**src/rtl/data_mem_access.sv**
```systemverilog
`timescale 1ns/1ps
// -----------------------------------------------------------------------------
// data_mem_access
// Sequences one CPU load/store at a time onto a single-port word memory with a
// fixed read latency. Bad requests (misaligned or past the end of memory) are
// answered with a fault response and never reach the memory.
//
// Ports
//   Clock, Reset_N      : clock, asynchronous active-low reset
//   Req_Valid/Write     : request present / 1 = store, 0 = load
//   Req_Addr, Req_WData : byte address, store data
//   Req_Ready           : request can be accepted this cycle (IDLE only)
//   Rsp_Valid           : one-cycle completion pulse
//   Rsp_RData/Rsp_Fault : load result / access rejected (valid with Rsp_Valid)
//   Mem_Addr            : word address to memory
//   Mem_En_W/Mem_En_R   : memory write / read enable (one cycle each)
//   Mem_Data_W          : memory write data
//   Mem_Data_R          : memory read data, valid READ_LATENCY cycles after
//                         the read cycle begins
// -----------------------------------------------------------------------------
module data_mem_access #(
  parameter int unsigned MEM_WORDS    = 4096,
  parameter int unsigned READ_LATENCY = 1
) (
  input  logic        Clock,
  input  logic        Reset_N,
  input  logic        Req_Valid,
  input  logic        Req_Write,
  input  logic [31:0] Req_Addr,
  input  logic [31:0] Req_WData,
  output logic        Req_Ready,
  output logic        Rsp_Valid,
  output logic [31:0] Rsp_RData,
  output logic        Rsp_Fault,
  output logic [29:0] Mem_Addr,
  output logic        Mem_En_W,
  output logic        Mem_En_R,
  output logic [31:0] Mem_Data_W,
  input  logic [31:0] Mem_Data_R
);

  localparam int unsigned DATA_W  = 32;
  localparam int unsigned ADDR_W  = 32;
  localparam int unsigned WADDR_W = 30;
  localparam int unsigned CNT_W   = 2;

  // Latency clamped into the supported 1..3 range.
  localparam int unsigned LAT = (READ_LATENCY < 1) ? 1 :
                                (READ_LATENCY > 3) ? 3 : READ_LATENCY;
  // Cycles spent in WAIT between the read cycle and the capture edge.
  localparam int unsigned WAIT_CYCLES = LAT - 1;

  typedef enum logic [2:0] {
    IDLE  = 3'd0,
    WRITE = 3'd1,
    READ  = 3'd2,
    WAIT  = 3'd3,
    RESP  = 3'd4
  } state_e;

  state_e               state_q, state_d;
  logic                 ready_q, ready_d;
  logic                 rsp_valid_q, rsp_valid_d;
  logic                 rsp_fault_q, rsp_fault_d;
  logic [DATA_W-1:0]    rsp_rdata_q, rsp_rdata_d;
  logic [WADDR_W-1:0]   mem_addr_q, mem_addr_d;
  logic                 mem_en_w_q, mem_en_w_d;
  logic                 mem_en_r_q, mem_en_r_d;
  logic [DATA_W-1:0]    mem_data_w_q, mem_data_w_d;
  logic [CNT_W-1:0]     wait_cnt_q, wait_cnt_d;

  logic [WADDR_W-1:0]   req_word_c;
  logic                 req_misaligned_c;
  logic                 req_oob_c;
  logic                 req_fault_c;
  logic                 accept_c;

  // Request decode: word address and legality.
  assign req_word_c       = Req_Addr[ADDR_W-1:2];
  assign req_misaligned_c = |Req_Addr[1:0];
  assign req_oob_c        = ({2'b00, req_word_c} >= MEM_WORDS);
  assign req_fault_c      = req_misaligned_c | req_oob_c;
  assign accept_c         = Req_Valid & (state_q == IDLE);

  // Next-state and registered-output logic.
  always_comb begin
    state_d      = state_q;
    mem_addr_d   = mem_addr_q;
    mem_data_w_d = mem_data_w_q;
    rsp_rdata_d  = rsp_rdata_q;
    rsp_fault_d  = 1'b0;
    wait_cnt_d   = wait_cnt_q;

    case (state_q)
      IDLE: begin
        if (accept_c) begin
          if (req_fault_c) begin
            // Rejected: straight to the response, memory untouched.
            state_d     = RESP;
            rsp_fault_d = 1'b1;
            rsp_rdata_d = '0;
          end else if (Req_Write) begin
            state_d      = WRITE;
            mem_addr_d   = req_word_c;
            mem_data_w_d = Req_WData;
          end else begin
            state_d    = READ;
            mem_addr_d = req_word_c;
          end
        end
      end

      WRITE: begin
        state_d = RESP;
      end

      READ: begin
        if (WAIT_CYCLES == 0) begin
          // Single-cycle memory: data is valid during the read cycle.
          state_d     = RESP;
          rsp_rdata_d = Mem_Data_R;
        end else begin
          state_d    = WAIT;
          wait_cnt_d = CNT_W'(WAIT_CYCLES - 1);
        end
      end

      WAIT: begin
        if (wait_cnt_q == '0) begin
          state_d     = RESP;
          rsp_rdata_d = Mem_Data_R;
        end else begin
          wait_cnt_d = wait_cnt_q - CNT_W'(1);
        end
      end

      RESP: begin
        state_d = IDLE;
      end

      default: begin
        state_d = IDLE;
      end
    endcase

    // Strobes are registered copies of the state being entered.
    ready_d     = (state_d == IDLE);
    rsp_valid_d = (state_d == RESP);
    mem_en_w_d  = (state_d == WRITE);
    mem_en_r_d  = (state_d == READ);
  end

  // State and output registers.
  always_ff @(posedge Clock or negedge Reset_N) begin
    if (!Reset_N) begin
      state_q      <= IDLE;
      ready_q      <= 1'b1;
      rsp_valid_q  <= 1'b0;
      rsp_fault_q  <= 1'b0;
      rsp_rdata_q  <= '0;
      mem_addr_q   <= '0;
      mem_en_w_q   <= 1'b0;
      mem_en_r_q   <= 1'b0;
      mem_data_w_q <= '0;
      wait_cnt_q   <= '0;
    end else begin
      state_q      <= state_d;
      ready_q      <= ready_d;
      rsp_valid_q  <= rsp_valid_d;
      rsp_fault_q  <= rsp_fault_d;
      rsp_rdata_q  <= rsp_rdata_d;
      mem_addr_q   <= mem_addr_d;
      mem_en_w_q   <= mem_en_w_d;
      mem_en_r_q   <= mem_en_r_d;
      mem_data_w_q <= mem_data_w_d;
      wait_cnt_q   <= wait_cnt_d;
    end
  end

  assign Req_Ready  = ready_q;
  assign Rsp_Valid  = rsp_valid_q;
  assign Rsp_Fault  = rsp_fault_q;
  assign Rsp_RData  = rsp_rdata_q;
  assign Mem_Addr   = mem_addr_q;
  assign Mem_En_W   = mem_en_w_q;
  assign Mem_En_R   = mem_en_r_q;
  assign Mem_Data_W = mem_data_w_q;

endmodule

```
**config.mk**
```make
export PLATFORM = sky130hd
export DESIGN_NAME = data_mem_access
export DESIGN_NICKNAME = d
export VERILOG_FILES = /design/src/rtl/data_mem_access.sv
export SDC_FILE = /design/constraint.sdc
export NUM_CORES = 1
export LEC_CHECK = 0
export ABC_AREA = 1
export ABC_CLOCK_PERIOD_IN_PS = 2050
export BUFFER_PORTS_ARGS = -buffer_cell sky130_fd_sc_hd__buf_2
export CAP_MARGIN = 10
export CORE_ASPECT_RATIO = 2
export CORE_UTILIZATION = 48
export CTS_BUF_LIST = sky130_fd_sc_hd__clkbuf_8
export DETAILED_ROUTE_END_ITERATION = 10
export PLACE_DENSITY = 0.83
export SYNTH_ARGS = -nofsm -noshare
export SYNTH_HDL_FRONTEND = slang
export SYNTH_SLANG_ARGS = --single-unit
```
**constraint.sdc**
```tcl
create_clock -name Clock -period 2.05 [get_ports Clock]
set_input_delay 0.3075 -clock Clock [delete_from_list [all_inputs] [get_ports Clock]]
set_output_delay 0.3075 -clock Clock [all_outputs]
set_load 0.03 [all_outputs]
```
==> impl_metrics.csv, run 1 <==
group,metric,value,unit
route,vias_per_cell,4.88,
pwr,p_per_area,678,nW/um2
timing,finalSetupViolCount,0,
clocking,ctsHoldBuffers,1,
floorplan,initial_utilization,0.495,
yosys,ys_seq_area_frac,0.634,
floorplan,row_count,47,
clocking,cts_root_buf,"clkbuf_8",
clocking,clock_sinks,104,
worst_setup_path,r2r_cells,7,
floorplan,die_area,8950,um2
clocking,cts_made_buffers,9,
final_layout,layout_commonest_cell,"buf_2",
timing,setup_slack,464,ps
clocking,clk_path_buf_depth,2,
job,cap_violations,0,
yosys,synth_area,4100,um2
floorplan,core,8290,um2
worst_setup_path,rr_startpoint,"state_q[1]$_DFF_PN0_",
placed_design,post-place-ws,382,ps
worst_setup_path,crit_path_start_kind,"register",
global_routing,track_usage,0.227,
timing,rsz0062_at_grt,"no",
global_routing,antenna_found_initial,0,
final_layout,drive_above_1_share,0.357,
yosys,synth_fp_nets,543,
worst_hold_path,hp-class,"in2reg",
timing,worst_pin_slew,436,ps
route,detail-route-antenna-nets,0,
timing,timing.final.hold_violations,0,
final_layout,area_growth,31.2,%
pwr,vdd_drop_max,0.000453,V
worst_setup_path,crit_path_max_fanout,34,
placed_design,place.gp.congestion,0.813,
global_routing,use_met1,0.237,
clocking,clock_latency,360,ps
yosys,synth_cell_types,20,
final_layout,antenna_cells,0,
global_routing,grt_most_used_layer,"met2",
route,drt-total-wl,9.77,mm
final_layout,final_cell_mix,"buf_2 (197), nand2_1 (173), dfrtp_1 (103)",
placed_design,numPortBuffers,198,
final_layout,final_core_util,0.649,
worst_hold_path,hp-start,"Req_Addr[7]",
worst_setup_path,rrSetupSlack,460,ps
global_routing,grt_pass1_wl,15.2,mm
worst_setup_path,crit_arrival,1840,ps
worst_setup_path,r2r-end,"Mem_Data_W[29]$_DFFE_PN0P_",
clocking,postCtsSetupBuffers,0,
worst_hold_path,hold-path-cell-count,3,
pwr,cellLeakagePower,3.37,nW
clocking,clk_pin_slew,100,ps
route,via_count,3613,
floorplan,die_w,67.4,um
route,drt-initial-drc-count,233,
yosys,syn_area_per_cell,9.28,um2
placed_design,dp_hpwl,7.10,mm
floorplan,io_pins,199,
worst_setup_path,path_class,"reg2reg",
worst_setup_path,crit_path_end_kind,"register",
yosys,ys_seq_elements,104,
timing,fin_crit,1590,ps
timing,whs,143,ps
timing,tns,0,ps
outcome,status,"finished, final reports clean",
worst_hold_path,hold_path_end,"Mem_Addr[5]$_DFFE_PN0P_",
global_routing,grt_overflow,0,
global_routing,grt_max_degree,63,
global_routing,grt_pass1_vias,3416,
global_routing,met3_usage,0.0560,
clocking,cts_tree,"done",
timing,clock.fmax,0.631,GHz
yosys,yosys_warnings,0,
final_layout,layout.nets,738,
global_routing,met2_usage,0.402,
route,drc_errors,0,
floorplan,die_y,133,um
route,dr.pass1.iters,4,
yosys,netlist_instances,442,
worst_setup_path,required,2300,ps
clocking,ctsResizeCount,0,
pwr,power.total,3.65,mW
timing,skew,6.94,ps
timing,slew-limit-headroom,0.709,
route,wire_per_inst,13.2,um
timing,post-route-period-util,0.774,
timing,maxSlewViolCount,0,
clocking,h-tree-depth,3,
-- cell usage after synthesis (all sizes together) --
cell type | number | area (um2)
dfstp | 1 | 26.3
dfrtp | 103 | 2580
nand2 | 174 | 656
buf | 17 | 145
xor2 | 1 | 8.76
nor2 | 33 | 139
ha | 1 | 12.5
nand3 | 69 | 360
o21ai | 2 | 10.0
o31ai | 2 | 15.0
or2 | 2 | 12.5
a31oi | 1 | 6.26
inv | 30 | 113
clkbuf | 6 | 22.5
-- worst max-delay path by stage --
stage	start	to	slack [ps]	depth (start not counted)
3_3_place_gp	Req_Addr[1]	Mem_En_R$_DFF_PN0_	430	7
2_1_floorplan	wait_cnt_q[0]$_DFFE_PN0P_	Rsp_RData[0]$_DFFE_PN0P_	630	9
4_1_cts	state_q[1]$_DFF_PN0_	Mem_En_R$_DFF_PN0_	460	5
6_report	state_q[1]$_DFF_PN0_	Mem_Data_W[29]$_DFFE_PN0P_	460	7
3_5_place_dp	Req_Addr[22]	Mem_En_R$_DFF_PN0_	380	8
5_1_grt	state_q[1]$_DFF_PN0_	state_q[1]$_DFF_PN0_	270	5
-- critical path, cell delays in order (launching register included) --
cell     delay [ps]
dfrtp_1         410
nor2_1          260
nand3_2         150
inv_1           150
nand3_2          80
buf_4           260
nand2_1         110
nand2_1          60
-- metal layers --
metal / vias up / part of all wire
li1: 1755 / -
met1: 1665 / 0.37
met2: 168 / 0.53
met3: 25 / 0.073
met4: 0 / 0.029
met5: - / 0
-- logic make-up after synthesis --
kind of cell    share of synthesized area
simple gates                        0.284
fa+ha+maj                         0.00305
flops                               0.634
xor+xnor                          0.00213
compound gates                    0.00762
buf+inv                            0.0683
-- through the flow --
stage / instance area (um2) / instances
2_1_floorplan: 4100 / 442
3_3_place_gp: 5150 / 723
3_5_place_dp: 5150 / 723
4_1_cts: 5380 / 740
5_1_grt: 5380 / 740
6_report: 5380 / 740
-- power by group --
part	internal, mW	switching, mW	total, mW
Sequential	2.06	0.00232	2.06
Clock	0.718	0.670	1.39
Combinational	0.0897	0.112	0.202
Total	2.86	0.785	3.65
-- area by class of cell --
cell class              count  area, um2
inverters                  30        113
fillers                   694       2910
flip-flops and latches    104       2600
clock buffers              10        138
well taps                  98        123
repair buffers            207       1100
clock inverters             6       85.1
multi-input cells         285       1220
-- flip-flops by register name, indices dropped and copies added (netlist names) --
signal and count:
Mem_En_R 1, wait_cnt_q 2, Req_Ready 1, state_q 3, Mem_Data_W 32, Rsp_RData 32
Rsp_Valid 1, Mem_En_W 1, Rsp_Fault 1, Mem_Addr 30
(Power assumes the default switching activity.)
==> inputs of run 2 (changes only) <==
--- a/config.mk
+++ b/config.mk
@@ -6,7 +6,7 @@
 export NUM_CORES = 1
 export LEC_CHECK = 0
 export ABC_AREA = 1
-export ABC_CLOCK_PERIOD_IN_PS = 2050
+export ABC_CLOCK_PERIOD_IN_PS = 1610
 export BUFFER_PORTS_ARGS = -buffer_cell sky130_fd_sc_hd__buf_2
 export CAP_MARGIN = 10
 export CORE_ASPECT_RATIO = 2
==> constraint.sdc (replaced) <==
create_clock -name Clock -period 1.61 [get_ports Clock]
set_input_delay 0.2415 -clock Clock [delete_from_list [all_inputs] [get_ports Clock]]
set_output_delay 0.2415 -clock Clock [all_outputs]
set_load 0.03 [all_outputs]
==> impl_metrics.csv, run 2 (same netlist as run 1, synthesis figures left out) <==
group,metric,value,unit
outcome,status,"finished, final reports clean",
pwr,vdd_drop_max,0.000539,V
timing,skew,11.6,ps
worst_setup_path,crit_path_end_kind,"register",
pwr,power.total,4.39,mW
clocking,clock_sinks,104,
route,detail-route-antenna-nets,0,
clocking,cts_root_buf,"clkbuf_8",
timing,setup_slack,125,ps
global_routing,grt_max_degree,45,
final_layout,final_area,5410,um2
global_routing,antenna_found_initial,0,
worst_setup_path,required,1860,ps
timing,clock.fmax,0.674,GHz
timing,post-route-period-util,0.922,
clocking,cts_tree,"done",
timing,rsz0062_at_grt,"no",
final_layout,layout_commonest_cell,"buf_2",
worst_setup_path,crit_arrival,1740,ps
final_layout,fin_cells,745,
placed_design,place_area,5210,um2
timing,slew-limit-headroom,0.708,
placed_design,numPortBuffers,198,
route,drc_errors,0,
floorplan,die_area,8950,um2
floorplan,initial_utilization,0.495,
final_layout,fillerInstances,672,
global_routing,grt_most_used_layer,"met2",
placed_design,post-place-ws,-21.5,ps
job,cap_violations,0,
timing,fin_crit,1480,ps
clocking,postCtsSetupBuffers,0,
global_routing,met2_usage,0.400,
route,wire_per_inst,13.3,um
route,via_count,3598,
placed_design,dp_cells,728,
route,drt-total-wl,9.92,mm
pwr,p_per_area,811,nW/um2
route,drt-initial-drc-count,195,
final_layout,antenna_cells,0,
final_layout,final_cell_mix,"buf_2 (197), nand2_1 (172), dfrtp_1 (103)",
placed_design,place.gp.congestion,0.819,
worst_setup_path,path_class,"reg2reg",
clocking,clk_pin_slew,100,ps
timing,finalSetupViolCount,0,
global_routing,grt_pass1_wl,15.8,mm
floorplan,core,8290,um2
timing,maxSlewViolCount,0,
placed_design,dp_hpwl,7.39,mm
global_routing,grt_overflow,0,
final_layout,area_growth,31.8,%
worst_setup_path,crit_path_start_kind,"register",
clocking,cts_made_buffers,9,
clocking,clock_latency,360,ps
clocking,h-tree-depth,3,
final_layout,layout.nets,743,
global_routing,met3_usage,0.0569,
worst_setup_path,crit_path_max_fanout,18,
floorplan,die_w,67.4,um
timing,worst_pin_slew,438,ps
pwr,cellLeakagePower,3.38,nW
route,dr.pass1.iters,4,
global_routing,use_met1,0.244,
global_routing,grt_pass1_vias,3624,
timing,timing.final.hold_violations,0,
floorplan,row_count,47,
floorplan,die_y,133,um
floorplan,io_pins,199,
route,vias_per_cell,4.83,
final_layout,drive_above_1_share,0.366,
clocking,clk_path_buf_depth,2,
worst_hold_path,hp-class,"in2reg",
global_routing,track_usage,0.232,
## run 2: cell types whose count changed in the layout (fill, tap and decap cells not counted), sizes merged
| cell | before | now |
|---|---|---|
| buf | 206 | 211 |
| clkinv | 2 | 3 |
| bufinv | 2 | 0 |
| clkbuf | 10 | 11 |
## run 2: repair_timing
action / CTS / global route
hold buffers: 1 / 0
gates resized for setup: 1 / 1
endpoints found under the hold margin: 28 / 0
setup endpoints to repair: 6 / 31
## run 2: power by group
part | leakage, nW | total [mW] | switching, mW | internal [mW]
combinational | 1.93 | 0.267 | 0.147 | 0.121
clock | 0.101 | 1.50 | 0.854 | 0.645
sequential | 1.35 | 2.62 | 0.00339 | 2.62
total | 3.38 | 4.39 | 1.00 | 3.38
## run 2: final timing paths
path                                            startpoint                         end  slack, ps  cells after the start
max in group asynchronous                          Reset_N    Mem_Addr[29]$_DFFE_PN0P_        680                      3
min in group asynchronous                          Reset_N    Mem_Addr[19]$_DFFE_PN0P_        360                      2
worst max register to register        state_q[1]$_DFF_PN0_   Mem_Data_W[0]$_DFFE_PN0P_        130                      7
worst min register to register  Mem_Data_W[25]$_DFFE_PN0P_  Mem_Data_W[25]$_DFFE_PN0P_        470                      2
worst max-delay path                  state_q[1]$_DFF_PN0_   Mem_Data_W[0]$_DFFE_PN0P_        130                      7
worst min-delay path                        Mem_Data_R[10]   Rsp_RData[10]$_DFFE_PN0P_         70                      3
## run 2: per-layer routing
layer / share of wire / vias up
met4: 0.037 / 0
met5: 0 / -
met1: 0.37 / 1643
met3: 0.069 / 30
li1: - / 1759
met2: 0.52 / 166
## run 2: per-stage QoR
stage,util,setup TNS (ps),hold WS (ps)
6_report,0.652,0,70.6
5_1_grt,0.652,0,62.4
4_1_cts,0.652,0,53.7
3_5_place_dp,0.629,-52.6,210
3_3_place_gp,0.629,0,212
2_1_floorplan,-,0,-54.1
## run 2: area by class of cell
type	instances	area, um2	area share
inverters	30	113	0.0208
multi-input cells	285	1220	0.226
flip-flops and latches	104	2600	0.481
well taps	98	123	0.0227
clock buffers	11	151	0.0280
repair buffers	212	1160	0.215
clock inverters	5	31.3	0.00578
## run 2: worst max-delay path, cell delays in order (launching register included)
cell,delay (ps)
dfrtp_1,420
nor2_2,200
nand3_2,140
inv_1,160
nand3_2,110
buf_4,210
nand2_1,80
nand2_1,50
